[src/rtl/ibert_seq_router_pkg.sv]
// Shared types and helpers for the IBERT stream sequencer: FSM state
// encodings, weight-consumer indices and a width helper.
package ibert_seq_pkg;

    typedef enum logic [1:0] {
        IN_ACT   = 2'd0,
        IN_HEAD  = 2'd1,
        IN_SLICE = 2'd2
    } in_state_e;

    typedef enum logic {
        OUT_WAIT   = 1'b0,
        OUT_STREAM = 1'b1
    } out_state_e;

    localparam int W_HEAD  = 0;
    localparam int W_SELF  = 1;
    localparam int W_INTER = 2;
    localparam int W_LAYER = 3;

    // Bits needed to count 0..n-1, never less than one bit.
    function automatic int safe_clog2(input int n);
        int r;
        if (n <= 1) begin
            r = 1;
        end else begin
            r = $clog2(n);
        end
        return r;
    endfunction

endpackage

[src/rtl/ibert_seq_router_if.sv]
// Bundles the host, weight, activation, layer-out and result streams of the
// sequencer. slave is the router's view, master the surrounding pipeline's.
interface ibert_seq_router_if #(
    parameter int DATA_W = 32,
    parameter int N_W    = 4
) ();
    logic [DATA_W-1:0] x_tdata;
    logic              x_tvalid;
    logic              x_tlast;
    logic              x_tready;
    logic [DATA_W-1:0] w_tdata;
    logic [N_W-1:0]    w_tvalid;
    logic [N_W-1:0]    w_tlast;
    logic [N_W-1:0]    w_tready;
    logic [N_W-1:0]    w_rcvd;
    logic [DATA_W-1:0] a_tdata;
    logic              a_tvalid;
    logic              a_tlast;
    logic              a_tready;
    logic [DATA_W-1:0] l_tdata;
    logic              l_tvalid;
    logic              l_tlast;
    logic              l_tready;
    logic [DATA_W-1:0] y_tdata;
    logic              y_tvalid;
    logic              y_tlast;
    logic              y_tready;

    modport slave (
        input  x_tdata, x_tvalid, x_tlast,
        output x_tready,
        output w_tdata, w_tvalid, w_tlast,
        input  w_tready, w_rcvd,
        output a_tdata, a_tvalid, a_tlast,
        input  a_tready,
        input  l_tdata, l_tvalid, l_tlast,
        output l_tready,
        output y_tdata, y_tvalid, y_tlast,
        input  y_tready
    );

    modport master (
        output x_tdata, x_tvalid, x_tlast,
        input  x_tready,
        input  w_tdata, w_tvalid, w_tlast,
        output w_tready, w_rcvd,
        input  a_tdata, a_tvalid, a_tlast,
        output a_tready,
        output l_tdata, l_tvalid, l_tlast,
        input  l_tready,
        input  y_tdata, y_tvalid, y_tlast,
        output y_tready
    );
endinterface

[src/rtl/ibert_seq_router_cnt.sv]
// Wrap counter: counts inc pulses 0..MAX and wraps to 0; last flags MAX.
module ibert_seq_cnt #(
    parameter int MAX = 1,
    parameter int W   = 1
) (
    input  logic         clk,
    input  logic         rst_n,
    input  logic         inc,
    input  logic         clr,
    output logic [W-1:0] value,
    output logic         last
);
    localparam logic [W-1:0] MAX_V = W'(MAX);
    localparam logic [W-1:0] ONE_V = W'(1'b1);
    localparam logic [W-1:0] ZERO_V = {W{1'b0}};

    logic [W-1:0] value_r;

    assign value = value_r;
    assign last  = (value_r == MAX_V);

    // Count register with clear priority over increment.
    always_ff @(posedge clk) begin
        if (!rst_n) begin
            value_r <= ZERO_V;
        end else if (clr) begin
            value_r <= ZERO_V;
        end else if (inc) begin
            if (last) begin
                value_r <= ZERO_V;
            end else begin
                value_r <= value_r + ONE_V;
            end
        end else begin
            value_r <= value_r;
        end
    end
endmodule

[src/rtl/ibert_seq_router.sv]
// Encoder stream sequencer: routes host activations then per-layer weights,
// recirculates layer-out results and exposes the final layer on y.
module ibert_seq_router
    import ibert_seq_pkg::*;
#(
    parameter int DATA_W    = 32,
    parameter int N_W       = 4,
    parameter int HEADS     = 12,
    parameter int SLICES    = 8,
    parameter int ACT_WORDS = 24576,
    parameter int CNT_W     = 24,
    parameter int LAYER_W   = 4
) (
    input  logic               clk,
    input  logic               rst_n,
    input  logic [LAYER_W-1:0] cfg_layers,
    input  logic               cfg_dbg,
    ibert_seq_router_if.slave  bus,
    output logic [LAYER_W-1:0] layer_idx,
    output logic               done
);
    localparam int HEAD_W = safe_clog2(HEADS);
    localparam int SLC_W  = safe_clog2(SLICES);
    localparam int SEL_W  = safe_clog2(N_W);
    localparam logic [LAYER_W-1:0] ONE_L    = LAYER_W'(1'b1);
    localparam logic [LAYER_W-1:0] ZERO_L   = {LAYER_W{1'b0}};
    localparam logic [SEL_W-1:0]   SEL_ONE  = SEL_W'(1'b1);
    localparam logic [SEL_W-1:0]   SEL_LAST = SEL_W'(N_W - 1);

    in_state_e          in_state_r, in_next_s;
    out_state_e         out_state_r, out_next_s;
    logic [SEL_W-1:0]   w_sel_r, sel_next_s;
    logic [LAYER_W-1:0] layer_idx_r, layer_next_s;
    logic [LAYER_W-1:0] nl_r, nl_next_s;
    logic [LAYER_W-1:0] out_layer_r, out_layer_next_s;

    logic [CNT_W-1:0]  act_cnt_s;
    logic [HEAD_W-1:0] head_cnt_s;
    logic [SLC_W-1:0]  slice_cnt_s;
    logic [SLC_W-1:0]  pkt_cnt_s;
    logic act_last_s, head_last_s, slice_last_s, pkt_last_s;
    logic act_inc_s, head_inc_s, slice_inc_s, pkt_inc_s;
    logic cnt_unused_s;

    logic              x_ready_s, act_a_valid_s, act_a_last_s;
    logic [N_W-1:0]    w_valid_s, w_last_s;
    logic              final_s, l_ready_s, l_beat_s, rc_valid_s, rc_last_s;
    logic              y_valid_s, y_last_s, done_s;
    logic [DATA_W-1:0] a_data_s;
    logic              a_valid_s, a_last_s;

    ibert_seq_cnt #(.MAX(ACT_WORDS - 1), .W(CNT_W)) u_act_cnt (
        .clk(clk), .rst_n(rst_n), .inc(act_inc_s), .clr(1'b0),
        .value(act_cnt_s), .last(act_last_s));
    ibert_seq_cnt #(.MAX(HEADS - 1), .W(HEAD_W)) u_head_cnt (
        .clk(clk), .rst_n(rst_n), .inc(head_inc_s), .clr(1'b0),
        .value(head_cnt_s), .last(head_last_s));
    ibert_seq_cnt #(.MAX(SLICES - 1), .W(SLC_W)) u_slice_cnt (
        .clk(clk), .rst_n(rst_n), .inc(slice_inc_s), .clr(1'b0),
        .value(slice_cnt_s), .last(slice_last_s));
    ibert_seq_cnt #(.MAX(SLICES - 1), .W(SLC_W)) u_pkt_cnt (
        .clk(clk), .rst_n(rst_n), .inc(pkt_inc_s), .clr(1'b0),
        .value(pkt_cnt_s), .last(pkt_last_s));

    assign cnt_unused_s = ^{act_cnt_s, head_cnt_s, slice_cnt_s, pkt_cnt_s};

    // Input sequencing: ACT -> HEAD -> SLICE(1..N_W-1) per slice, per layer.
    always_comb begin
        in_next_s     = in_state_r;
        sel_next_s    = w_sel_r;
        layer_next_s  = layer_idx_r;
        nl_next_s     = nl_r;
        act_inc_s     = 1'b0;
        head_inc_s    = 1'b0;
        slice_inc_s   = 1'b0;
        x_ready_s     = 1'b0;
        act_a_valid_s = 1'b0;
        act_a_last_s  = 1'b0;
        w_valid_s     = {N_W{1'b0}};
        w_last_s      = {N_W{1'b0}};
        case (in_state_r)
            IN_ACT: begin
                x_ready_s     = bus.a_tready;
                act_a_valid_s = bus.x_tvalid;
                act_a_last_s  = act_last_s;
                if (bus.x_tvalid && bus.a_tready) begin
                    act_inc_s = 1'b1;
                    if (act_last_s) begin
                        in_next_s = IN_HEAD;
                        nl_next_s = (cfg_layers == ZERO_L) ? ONE_L : cfg_layers;
                    end else begin
                        in_next_s = IN_ACT;
                    end
                end else begin
                    in_next_s = IN_ACT;
                end
            end
            IN_HEAD: begin
                x_ready_s        = bus.w_tready[W_HEAD];
                w_valid_s[W_HEAD] = bus.x_tvalid;
                w_last_s[W_HEAD]  = bus.x_tlast;
                if (bus.w_rcvd[W_HEAD]) begin
                    head_inc_s = 1'b1;
                    if (head_last_s) begin
                        in_next_s  = IN_SLICE;
                        sel_next_s = SEL_W'(W_SELF);
                    end else begin
                        in_next_s = IN_HEAD;
                    end
                end else begin
                    in_next_s = IN_HEAD;
                end
            end
            IN_SLICE: begin
                x_ready_s          = bus.w_tready[w_sel_r];
                w_valid_s[w_sel_r] = bus.x_tvalid;
                w_last_s[w_sel_r]  = bus.x_tlast;
                if (bus.w_rcvd[w_sel_r]) begin
                    if (w_sel_r == SEL_LAST) begin
                        slice_inc_s = 1'b1;
                        sel_next_s  = SEL_W'(W_SELF);
                        if (!slice_last_s) begin
                            in_next_s = IN_SLICE;
                        end else if (layer_idx_r == nl_r - ONE_L) begin
                            in_next_s    = IN_ACT;
                            layer_next_s = ZERO_L;
                        end else begin
                            in_next_s    = IN_HEAD;
                            layer_next_s = layer_idx_r + ONE_L;
                        end
                    end else begin
                        sel_next_s = w_sel_r + SEL_ONE;
                    end
                end else begin
                    in_next_s = IN_SLICE;
                end
            end
            default: begin
                in_next_s = IN_ACT;
            end
        endcase
    end

    // Input FSM state, consumer select and layer bookkeeping.
    always_ff @(posedge clk) begin
        if (!rst_n) begin
            in_state_r  <= IN_ACT;
            w_sel_r     <= {SEL_W{1'b0}};
            layer_idx_r <= ZERO_L;
            nl_r        <= ONE_L;
        end else begin
            in_state_r  <= in_next_s;
            w_sel_r     <= sel_next_s;
            layer_idx_r <= layer_next_s;
            nl_r        <= nl_next_s;
        end
    end

    assign final_s = (out_layer_r == nl_r - ONE_L);

    // Layer-out routing; recirculation only once ACT has released a_*.
    always_comb begin
        l_ready_s        = 1'b0;
        rc_valid_s       = 1'b0;
        rc_last_s        = 1'b0;
        y_valid_s        = 1'b0;
        y_last_s         = 1'b0;
        done_s           = 1'b0;
        pkt_inc_s        = 1'b0;
        out_next_s       = out_state_r;
        out_layer_next_s = out_layer_r;
        if (final_s) begin
            y_valid_s = bus.l_tvalid;
            y_last_s  = bus.l_tlast & pkt_last_s;
            l_ready_s = bus.y_tready;
        end else if (in_state_r != IN_ACT) begin
            // a_tvalid is held off while y stalls in debug so no beat is duplicated.
            rc_valid_s = bus.l_tvalid & (bus.y_tready | ~cfg_dbg);
            rc_last_s  = bus.l_tlast & pkt_last_s;
            y_valid_s  = cfg_dbg & bus.l_tvalid & bus.a_tready;
            l_ready_s  = bus.a_tready & (bus.y_tready | ~cfg_dbg);
        end else begin
            l_ready_s = 1'b0;
        end
        l_beat_s = rst_n & l_ready_s & bus.l_tvalid;
        case (out_state_r)
            OUT_WAIT: begin
                if (l_beat_s && !bus.l_tlast) begin
                    out_next_s = OUT_STREAM;
                end else begin
                    out_next_s = OUT_WAIT;
                end
            end
            OUT_STREAM: begin
                if (l_beat_s && bus.l_tlast) begin
                    out_next_s = OUT_WAIT;
                end else begin
                    out_next_s = OUT_STREAM;
                end
            end
            default: begin
                out_next_s = OUT_WAIT;
            end
        endcase
        if (l_beat_s && bus.l_tlast) begin
            pkt_inc_s = 1'b1;
            if (pkt_last_s) begin
                done_s           = final_s;
                out_layer_next_s = final_s ? ZERO_L : (out_layer_r + ONE_L);
            end else begin
                out_layer_next_s = out_layer_r;
            end
        end else begin
            pkt_inc_s = 1'b0;
        end
    end

    // Output FSM state and result-layer counter.
    always_ff @(posedge clk) begin
        if (!rst_n) begin
            out_state_r <= OUT_WAIT;
            out_layer_r <= ZERO_L;
        end else begin
            out_state_r <= out_next_s;
            out_layer_r <= out_layer_next_s;
        end
    end

    // a_* ownership: ACT loading first, recirculation otherwise.
    always_comb begin
        a_data_s  = bus.x_tdata;
        a_valid_s = 1'b0;
        a_last_s  = 1'b0;
        if (in_state_r == IN_ACT) begin
            a_data_s  = bus.x_tdata;
            a_valid_s = act_a_valid_s;
            a_last_s  = act_a_last_s;
        end else begin
            a_data_s  = bus.l_tdata;
            a_valid_s = rc_valid_s;
            a_last_s  = rc_last_s;
        end
    end

    assign bus.x_tready = rst_n & x_ready_s;
    assign bus.w_tdata  = bus.x_tdata;
    assign bus.w_tvalid = w_valid_s & {N_W{rst_n}};
    assign bus.w_tlast  = w_last_s & {N_W{rst_n}};
    assign bus.a_tdata  = a_data_s;
    assign bus.a_tvalid = rst_n & a_valid_s;
    assign bus.a_tlast  = rst_n & a_last_s;
    assign bus.l_tready = rst_n & l_ready_s;
    assign bus.y_tdata  = bus.l_tdata;
    assign bus.y_tvalid = rst_n & y_valid_s;
    assign bus.y_tlast  = rst_n & y_last_s;
    assign layer_idx    = layer_idx_r;
    assign done         = done_s;

endmodule

[src/flat_wrapper.sv]
// flat-port wrapper written by rule: the top's interface ports become plain ports
module ibert_seq_router_flat import ibert_seq_pkg::*;
#(
    parameter int DATA_W    = 32,
    parameter int N_W       = 4,
    parameter int HEADS     = 12,
    parameter int SLICES    = 8,
    parameter int ACT_WORDS = 24576,
    parameter int CNT_W     = 24,
    parameter int LAYER_W   = 4
)
  (clk, rst_n, cfg_layers, cfg_dbg, layer_idx, done, bus_x_tdata, bus_x_tvalid, bus_x_tlast, bus_x_tready, bus_w_tdata, bus_w_tvalid, bus_w_tlast, bus_w_tready, bus_w_rcvd, bus_a_tdata, bus_a_tvalid, bus_a_tlast, bus_a_tready, bus_l_tdata, bus_l_tvalid, bus_l_tlast, bus_l_tready, bus_y_tdata, bus_y_tvalid, bus_y_tlast, bus_y_tready);
  ibert_seq_router_if #(.DATA_W(DATA_W), .N_W(N_W)) bus_i ();
  input  logic clk;
  input  logic rst_n;
  input  logic [LAYER_W-1:0] cfg_layers;
  input  logic cfg_dbg;
  output logic [LAYER_W-1:0] layer_idx;
  output logic done;
  input wire logic [$bits(bus_i.x_tdata)-1:0] bus_x_tdata;
  input wire logic [$bits(bus_i.x_tvalid)-1:0] bus_x_tvalid;
  input wire logic [$bits(bus_i.x_tlast)-1:0] bus_x_tlast;
  output wire logic [$bits(bus_i.x_tready)-1:0] bus_x_tready;
  output wire logic [$bits(bus_i.w_tdata)-1:0] bus_w_tdata;
  output wire logic [$bits(bus_i.w_tvalid)-1:0] bus_w_tvalid;
  output wire logic [$bits(bus_i.w_tlast)-1:0] bus_w_tlast;
  input wire logic [$bits(bus_i.w_tready)-1:0] bus_w_tready;
  input wire logic [$bits(bus_i.w_rcvd)-1:0] bus_w_rcvd;
  output wire logic [$bits(bus_i.a_tdata)-1:0] bus_a_tdata;
  output wire logic [$bits(bus_i.a_tvalid)-1:0] bus_a_tvalid;
  output wire logic [$bits(bus_i.a_tlast)-1:0] bus_a_tlast;
  input wire logic [$bits(bus_i.a_tready)-1:0] bus_a_tready;
  input wire logic [$bits(bus_i.l_tdata)-1:0] bus_l_tdata;
  input wire logic [$bits(bus_i.l_tvalid)-1:0] bus_l_tvalid;
  input wire logic [$bits(bus_i.l_tlast)-1:0] bus_l_tlast;
  output wire logic [$bits(bus_i.l_tready)-1:0] bus_l_tready;
  output wire logic [$bits(bus_i.y_tdata)-1:0] bus_y_tdata;
  output wire logic [$bits(bus_i.y_tvalid)-1:0] bus_y_tvalid;
  output wire logic [$bits(bus_i.y_tlast)-1:0] bus_y_tlast;
  input wire logic [$bits(bus_i.y_tready)-1:0] bus_y_tready;
  assign bus_i.x_tdata = bus_x_tdata;
  assign bus_i.x_tvalid = bus_x_tvalid;
  assign bus_i.x_tlast = bus_x_tlast;
  assign bus_x_tready = bus_i.x_tready;
  assign bus_w_tdata = bus_i.w_tdata;
  assign bus_w_tvalid = bus_i.w_tvalid;
  assign bus_w_tlast = bus_i.w_tlast;
  assign bus_i.w_tready = bus_w_tready;
  assign bus_i.w_rcvd = bus_w_rcvd;
  assign bus_a_tdata = bus_i.a_tdata;
  assign bus_a_tvalid = bus_i.a_tvalid;
  assign bus_a_tlast = bus_i.a_tlast;
  assign bus_i.a_tready = bus_a_tready;
  assign bus_i.l_tdata = bus_l_tdata;
  assign bus_i.l_tvalid = bus_l_tvalid;
  assign bus_i.l_tlast = bus_l_tlast;
  assign bus_l_tready = bus_i.l_tready;
  assign bus_y_tdata = bus_i.y_tdata;
  assign bus_y_tvalid = bus_i.y_tvalid;
  assign bus_y_tlast = bus_i.y_tlast;
  assign bus_i.y_tready = bus_y_tready;
  ibert_seq_router #(.DATA_W(DATA_W), .N_W(N_W), .HEADS(HEADS), .SLICES(SLICES), .ACT_WORDS(ACT_WORDS), .CNT_W(CNT_W), .LAYER_W(LAYER_W)) u_core (.clk(clk), .rst_n(rst_n), .cfg_layers(cfg_layers), .cfg_dbg(cfg_dbg), .bus(bus_i), .layer_idx(layer_idx), .done(done));
endmodule
[config.mk]
export PLATFORM = sky130hd
export DESIGN_NAME = ibert_seq_router_flat
export DESIGN_NICKNAME = d
export VERILOG_FILES = /design/src/rtl/ibert_seq_router_pkg.sv /design/src/rtl/ibert_seq_router_if.sv /design/src/rtl/ibert_seq_router_cnt.sv /design/src/rtl/ibert_seq_router.sv /design/src/flat_wrapper.sv
export SDC_FILE = /design/constraint.sdc
export NUM_CORES = 1
export LEC_CHECK = 0
export ABC_CLOCK_PERIOD_IN_PS = 5250
export CELL_PAD_IN_SITES_DETAIL_PLACEMENT = 0
export CELL_PAD_IN_SITES_GLOBAL_PLACEMENT = 2
export CORE_MARGIN = 2
export CORE_UTILIZATION = 23
export DETAILED_ROUTE_END_ITERATION = 6
export GPL_TIMING_DRIVEN = 0
export PLACE_DENSITY = 0.95
export SYNTH_ARGS = -nofsm -noshare
export SYNTH_HDL_FRONTEND = slang
export SYNTH_SLANG_ARGS = --single-unit
[constraint.sdc]
create_clock -name clk -period 5.25 [get_ports clk]
set_input_delay 1.05 -clock clk [delete_from_list [all_inputs] [get_ports clk]]
set_output_delay 1.05 -clock clk [all_outputs]
set_load 0.01 [all_outputs]
### Yosys cells after proc, flatten, opt, wreduce, memory -nomap -nowiden

Cells that the tools add are included.

* ROM bits: 0
* word-level logic and storage cells: 115
* bits in writable memories: 0
* flip-flop bits (word level): 50
* bits in latches: 0
* output and inout bits: 115
* memories kept: 0

* $add $sub $neg: 8
* bitwise operators: 18
* multiplexer cells: 54
* divide/modulo/power cells: 0
* eq/ne operators: 13
* shift operators: 0
* reductions and logical operators: 11
* $mul: 0
* magnitude comparators: 2

Operators with widths (number)
* 32-bit two-way mux: 1
* 1-bit two-way mux: 27
* 24-bit by 1-bit adder with 24-bit output (second input constant): 1
* 24-bit by 15-bit equality test with 1-bit output (second input constant): 1
* 24-bit two-way mux: 1
* 2-bit two-way mux: 9
* 4-bit AND: 4
* 4-bit two-way mux: 4
* 4-bit by 1-bit adder with 4-bit output (second input constant): 3
* 1-bit AND: 12
* 3-bit two-way mux: 4
* 4-bit equality test: 2
* 4-bit AND reduction: 2
* 3-bit by 1-bit adder with 3-bit output (second input constant): 2
* 3-bit equality test (second input constant): 2
* 2-bit case mux with 3 select lines: 1
* 1-bit binary-select mux with 2-bit select: 2
* 2-bit equality test (second input constant): 2
* 4-bit equality test (second input constant): 1
* 4-bit zero test: 1
* 2-bit by 1-bit != test with 1-bit output (second input constant): 2
* 1-bit case mux with 2 select lines: 2
* 2-bit case mux with 2 select lines: 1
* 2-bit nonzero test: 2
* 15 further kinds: 17

### Depth between registers and ports, before layout

* word-level depth: 9
* mapped depth: 9

### By module

Synthesis repeated with hierarchy kept, for this count alone.

* cell total of the unflattened synthesis: 470
* area total of the unflattened synthesis: 4033.9 µm²

By module, submodules not included
* ibert_seq_router: area each 2383.5 µm², cells an instance 284, instances 1
* ibert_seq_cnt at u_core.u_act_cnt: area each 1163.6 µm², cells an instance 141, instances 1
* ibert_seq_cnt at u_core.u_pkt_cnt ...: area each 142.6 µm², cells an instance 13, instances 2
* ibert_seq_cnt at u_core.u_head_cnt: area each 201.4 µm², cells an instance 19, instances 1

### Least setup slack after synthesis

No wires, ideal clock.

* path type: input to output
* start: in bus_y_tready
* end: out bus_l_tready
* data required time: 4200 ps
* path slack: 2347 ps
* path buffers: 0
* cell stages on the path: 4
* arrival time: 1853 ps
* cells stage by stage: nor4bb_1 > a22o_1 > a21oi_1 > and2_1

* cells in the longest elaborated chain, start to end: 5

Ends and longest elaborated chain
* start, declared: RTL line flat_wrapper.sv:40 `input wire logic [$bits(bus_i.y_tready)-1:0] bus_y_tready;`
* 1-bit bitwise OR: RTL line ibert_seq_router.sv:181 `l_ready_s = bus.a_tready & (bus.y_tready | ~cfg_dbg);`
* 1-bit AND: RTL line ibert_seq_router.sv:181
* 1-bit two-way mux: RTL line ibert_seq_router.sv:176 `end else if (in_state_r != IN_ACT) begin`
* 1-bit two-way mux *: RTL line ibert_seq_router.sv:172 `if (final_s) begin`
* 1-bit AND *: RTL line ibert_seq_router.sv:252 `assign bus.l_tready = rst_n & l_ready_s;`
* end, declared: RTL line flat_wrapper.sv:36 `output wire logic [$bits(bus_i.l_tready)-1:0] bus_l_tready;`

Mark *: on every way between the ends. The rest lies on a longest branch, timed or not.

### Worst setup path after layout

* start: reg u_core.in_state_r[0]
* end: out bus_a_tdata[27]

* cells in the longest elaborated chain, start to end: 2

Ends and longest elaborated chain
* start, declared: RTL line ibert_seq_router.sv:30 `in_state_e in_state_r, in_next_s;`
* start signal, assigned: RTL line ibert_seq_router.sv:152 `in_state_r <= in_next_s;`
* 2-bit zero test: RTL line ibert_seq_router.sv:234 `if (in_state_r == IN_ACT) begin`
* 32-bit two-way mux: RTL line ibert_seq_router.sv:234
* end, declared: RTL line flat_wrapper.sv:29 `output wire logic [$bits(bus_i.a_tdata)-1:0] bus_a_tdata;`

No other way between the ends.

==> flow_metrics.py <==
metrics = {
    "outcome": {
        "status": "completed",
    },
    "cts": {
        "clock_latency_ps": 290,
        "root_buffer": "clkbuf_16",
        "cts_buffers": 5,
        "cts_tree": "yes",
        "cts_sinks": 50,
        "htreeDepth": 2,
        "clk_pin_slew_ps": 70,
        "clockBufferDepth": 2,
        "ctsHoldBuffers": 0,
        "cts_resized": 0,
        "postCtsSetupBuffers": 0,
    },
    "pwr": {
        "powerDensity_mw_per_mm2": 153,
        "power_w": 0.000953,
        "peakVddDrop_mv": 0.142,
        "leakagePower_nw": 2.33,
    },
    "global_routing": {
        "antenna_found_initial": 0,
        "gr-total-overflow": 0,
        "grt_pass1_vias": 3701,
        "grt-busiest-layer": "met2",
        "grt_use_met2_pct": 24.6,
        "grt_usage_pct": 13.1,
        "grt_max_degree": 17,
        "grtUsageMet1_pct": 15.2,
        "met3_usage_pct": 3.14,
        "grt_pass1_wl_mm": 18.9,
    },
    "timing": {
        "worst_slew_pin_slew_ps": 647,
        "timing.final.crit_share_pct": 77.5,
        "slew_viol_final": 0,
        "finalSetupTns_ps": 0,
        "setup_slack_ps": 1180,
        "setup_violations": 0,
        "fmax_mhz": 246,
        "slew_headroom_pct": 56.9,
        "rsz0062_at_grt": "false",
        "finalHoldViolCount": 0,
        "fin_crit_ps": 4070,
        "fin_skew_ps": 6.92,
    },
    "place": {
        "dp_hpwl_mm": 9.99,
        "dp_cells": 869,
        "place_congestion": 0.833,
        "numPortBuffers": 199,
        "pre_cts_slack_ps": 1190,
    },
    "synth": {
        "syn_inst": 450,
        "netlist_top_cells_count": "65 x buf_4, 50 x dfxtp_1, 50 x nor2_1, 35 x nand2_1, 32 x mux2_2",
        "yosysMostFrequentCell": "buf_4",
        "synth_seq_cells": 50,
        "synth_nets": 553,
        "synthTopCellsByArea": "dfxtp_1 26%, buf_4 13%, mux2_2 9.4%",
        "synth_enable_flop_cells": 0,
        "synth_top_area_share_pct": 26.2,
        "syn_area_mm2": 0.00382,
        "synth_ff_type": "dfxtp_1",
        "synth_cell_types": 57,
        "seq_area_frac_synth_pct": 26.2,
        "ys_async_sr_fraction_pct": 0,
        "avgSynthCellArea_um2": 8.49,
        "yosysWarnings": 0,
        "yosys.area.top_type": "dfxtp_1",
    },
    "critical_path": {
        "slowest_stage": "clkbuf_1",
        "cp-start-kind": "register",
        "cp.arrival_ps": 3020,
        "required_ps": 4200,
        "crit_chain": "inv_1, ha_1, buf_1, clkbuf_1, mux2_2, clkdlybuf4s50_1",
        "critPathMaxStageDelay_ps": 560,
        "crit_type": "reg -> out",
        "end_kind": "primary output",
        "critical_path.max_fanout": 10,
        "r2r_slack_ps": 2980,
    },
    "die": {
        "die_y_um": 133,
        "io-pin-count": 200,
        "start_util_pct": 23.3,
        "die_w_um": 133,
        "core_mm2": 0.0164,
        "fp.dieArea_mm2": 0.0177,
        "fp-row-count": 47,
    },
    "routing": {
        "wl_per_cell_um": 13.9,
        "via_per_inst": 4.31,
        "final_antenna_net_count": 0,
        "firstDrtPassIters": 4,
        "drtIter0Drc": 99,
        "post-route-drc-count": 0,
        "vias": 3776,
        "wl_mm": 12.2,
    },
    "job": {
        "max-cap-violations": 0,
    },
    "cells_and_area": {
        "fin_util_pct": 38.0,
        "syn2layout_area_growth_pct": 63.2,
        "seqCellArea_mm2": 0.00100,
        "n_fill_cell": 1619,
        "multi_input_area_mm2": 0.00222,
        "drive_gt1_share_pct": 18.6,
        "final_cells": 877,
        "num-nets-final": 759,
        "antenna_cells": 0,
    },
    "min_path": {
        "hp-class": "reg -> reg",
    },
}
## per-stage QoR
stage	hold slack (ps)	cell area (µm²)
final	480	6230
after global routing	519	6230
after CTS	480	6230
after detailed placement	470	6090
after global placement	446	6090
after floorplan	438	3820
## power by group
group	internal [W]	switching [W]	total [W]
clock	0.000177	0.000144	0.000321
combinational	0.000166	0.0000842	0.000250
sequential	0.000380	0.00000106	0.000381
## path summary, 6_finish.rpt
| kind | start | end | depth (start not counted) |
|---|---|---|---|
| max reg2reg | u_core.in_state_r[0]$_SDFFE_PN0P_ | u_core.u_act_cnt.value[18]$_SDFFE_PN0P_ | 8 |
| min | u_core.u_pkt_cnt.value[0]$_SDFFE_PN0P_ | u_core.u_pkt_cnt.value[0]$_SDFFE_PN0P_ | 2 |
| min reg2reg | u_core.u_pkt_cnt.value[0]$_SDFFE_PN0P_ | u_core.u_pkt_cnt.value[0]$_SDFFE_PN0P_ | 2 |
| max | u_core.in_state_r[0]$_SDFFE_PN0P_ | bus_a_tdata[27] | 6 |
## cell type report
cell class / instances / area share [%]
Inverter: 14 / 0.843
Sequential cell: 50 / 16.1
Clock inverter: 3 / 0.341
Multi-Input combinational cell: 308 / 35.6
Timing Repair Buffer: 199 / 32.0
Tap cell: 220 / 4.42
Clock buffer: 5 / 2.01
Buffer: 78 / 8.77
## kinds of logic after synthesis
kind of cell | share of synthesized area, %
buffers and inverters | 15.7
flip-flops | 26.2
AO/OA/AOI/OAI | 7.34
adder cells (fa/ha/maj) | 5.90
multiplexers | 13.3
XOR/XNOR | 8.42
AND/OR/NAND/NOR | 23.2
## flip-flops by register name, indices dropped and copies added (netlist names)
name / count
u_core.in_state_r: 2
u_core.layer_idx: 4
u_core.nl_r: 4
u_core.out_layer_r: 4
u_core.u_act_cnt.value: 24
u_core.u_head_cnt.value: 4
u_core.u_pkt_cnt.value: 3
u_core.u_slice_cnt.value: 3
u_core.w_sel_r: 2
## routing by layer
metal / wire, µm / vias to the layer above
met3: 809 / 6
met4: 124 / 0
li1: - / 1907
met2: 6160 / 134
met5: 0 / -
met1: 5110 / 1729
## cells in the final DEF, fill, tap and decap left out, types with 18 or more instances in the layout
master           count
buf_4               65
nand3_1             18
nand2_1             35
ha_1                18
nor2_1              50
mux2_2              32
xnor2_1             26
clkdlybuf4s50_1    199
dfxtp_1             50
## critical path: cells and delay by family (launching register included)
family,cells,cell delay [ps]
mux,1,430
fa+ha+maj,1,330
flops,1,340
buf+inv,4,1640
Note: power is estimated with default switching activity, not from simulation.
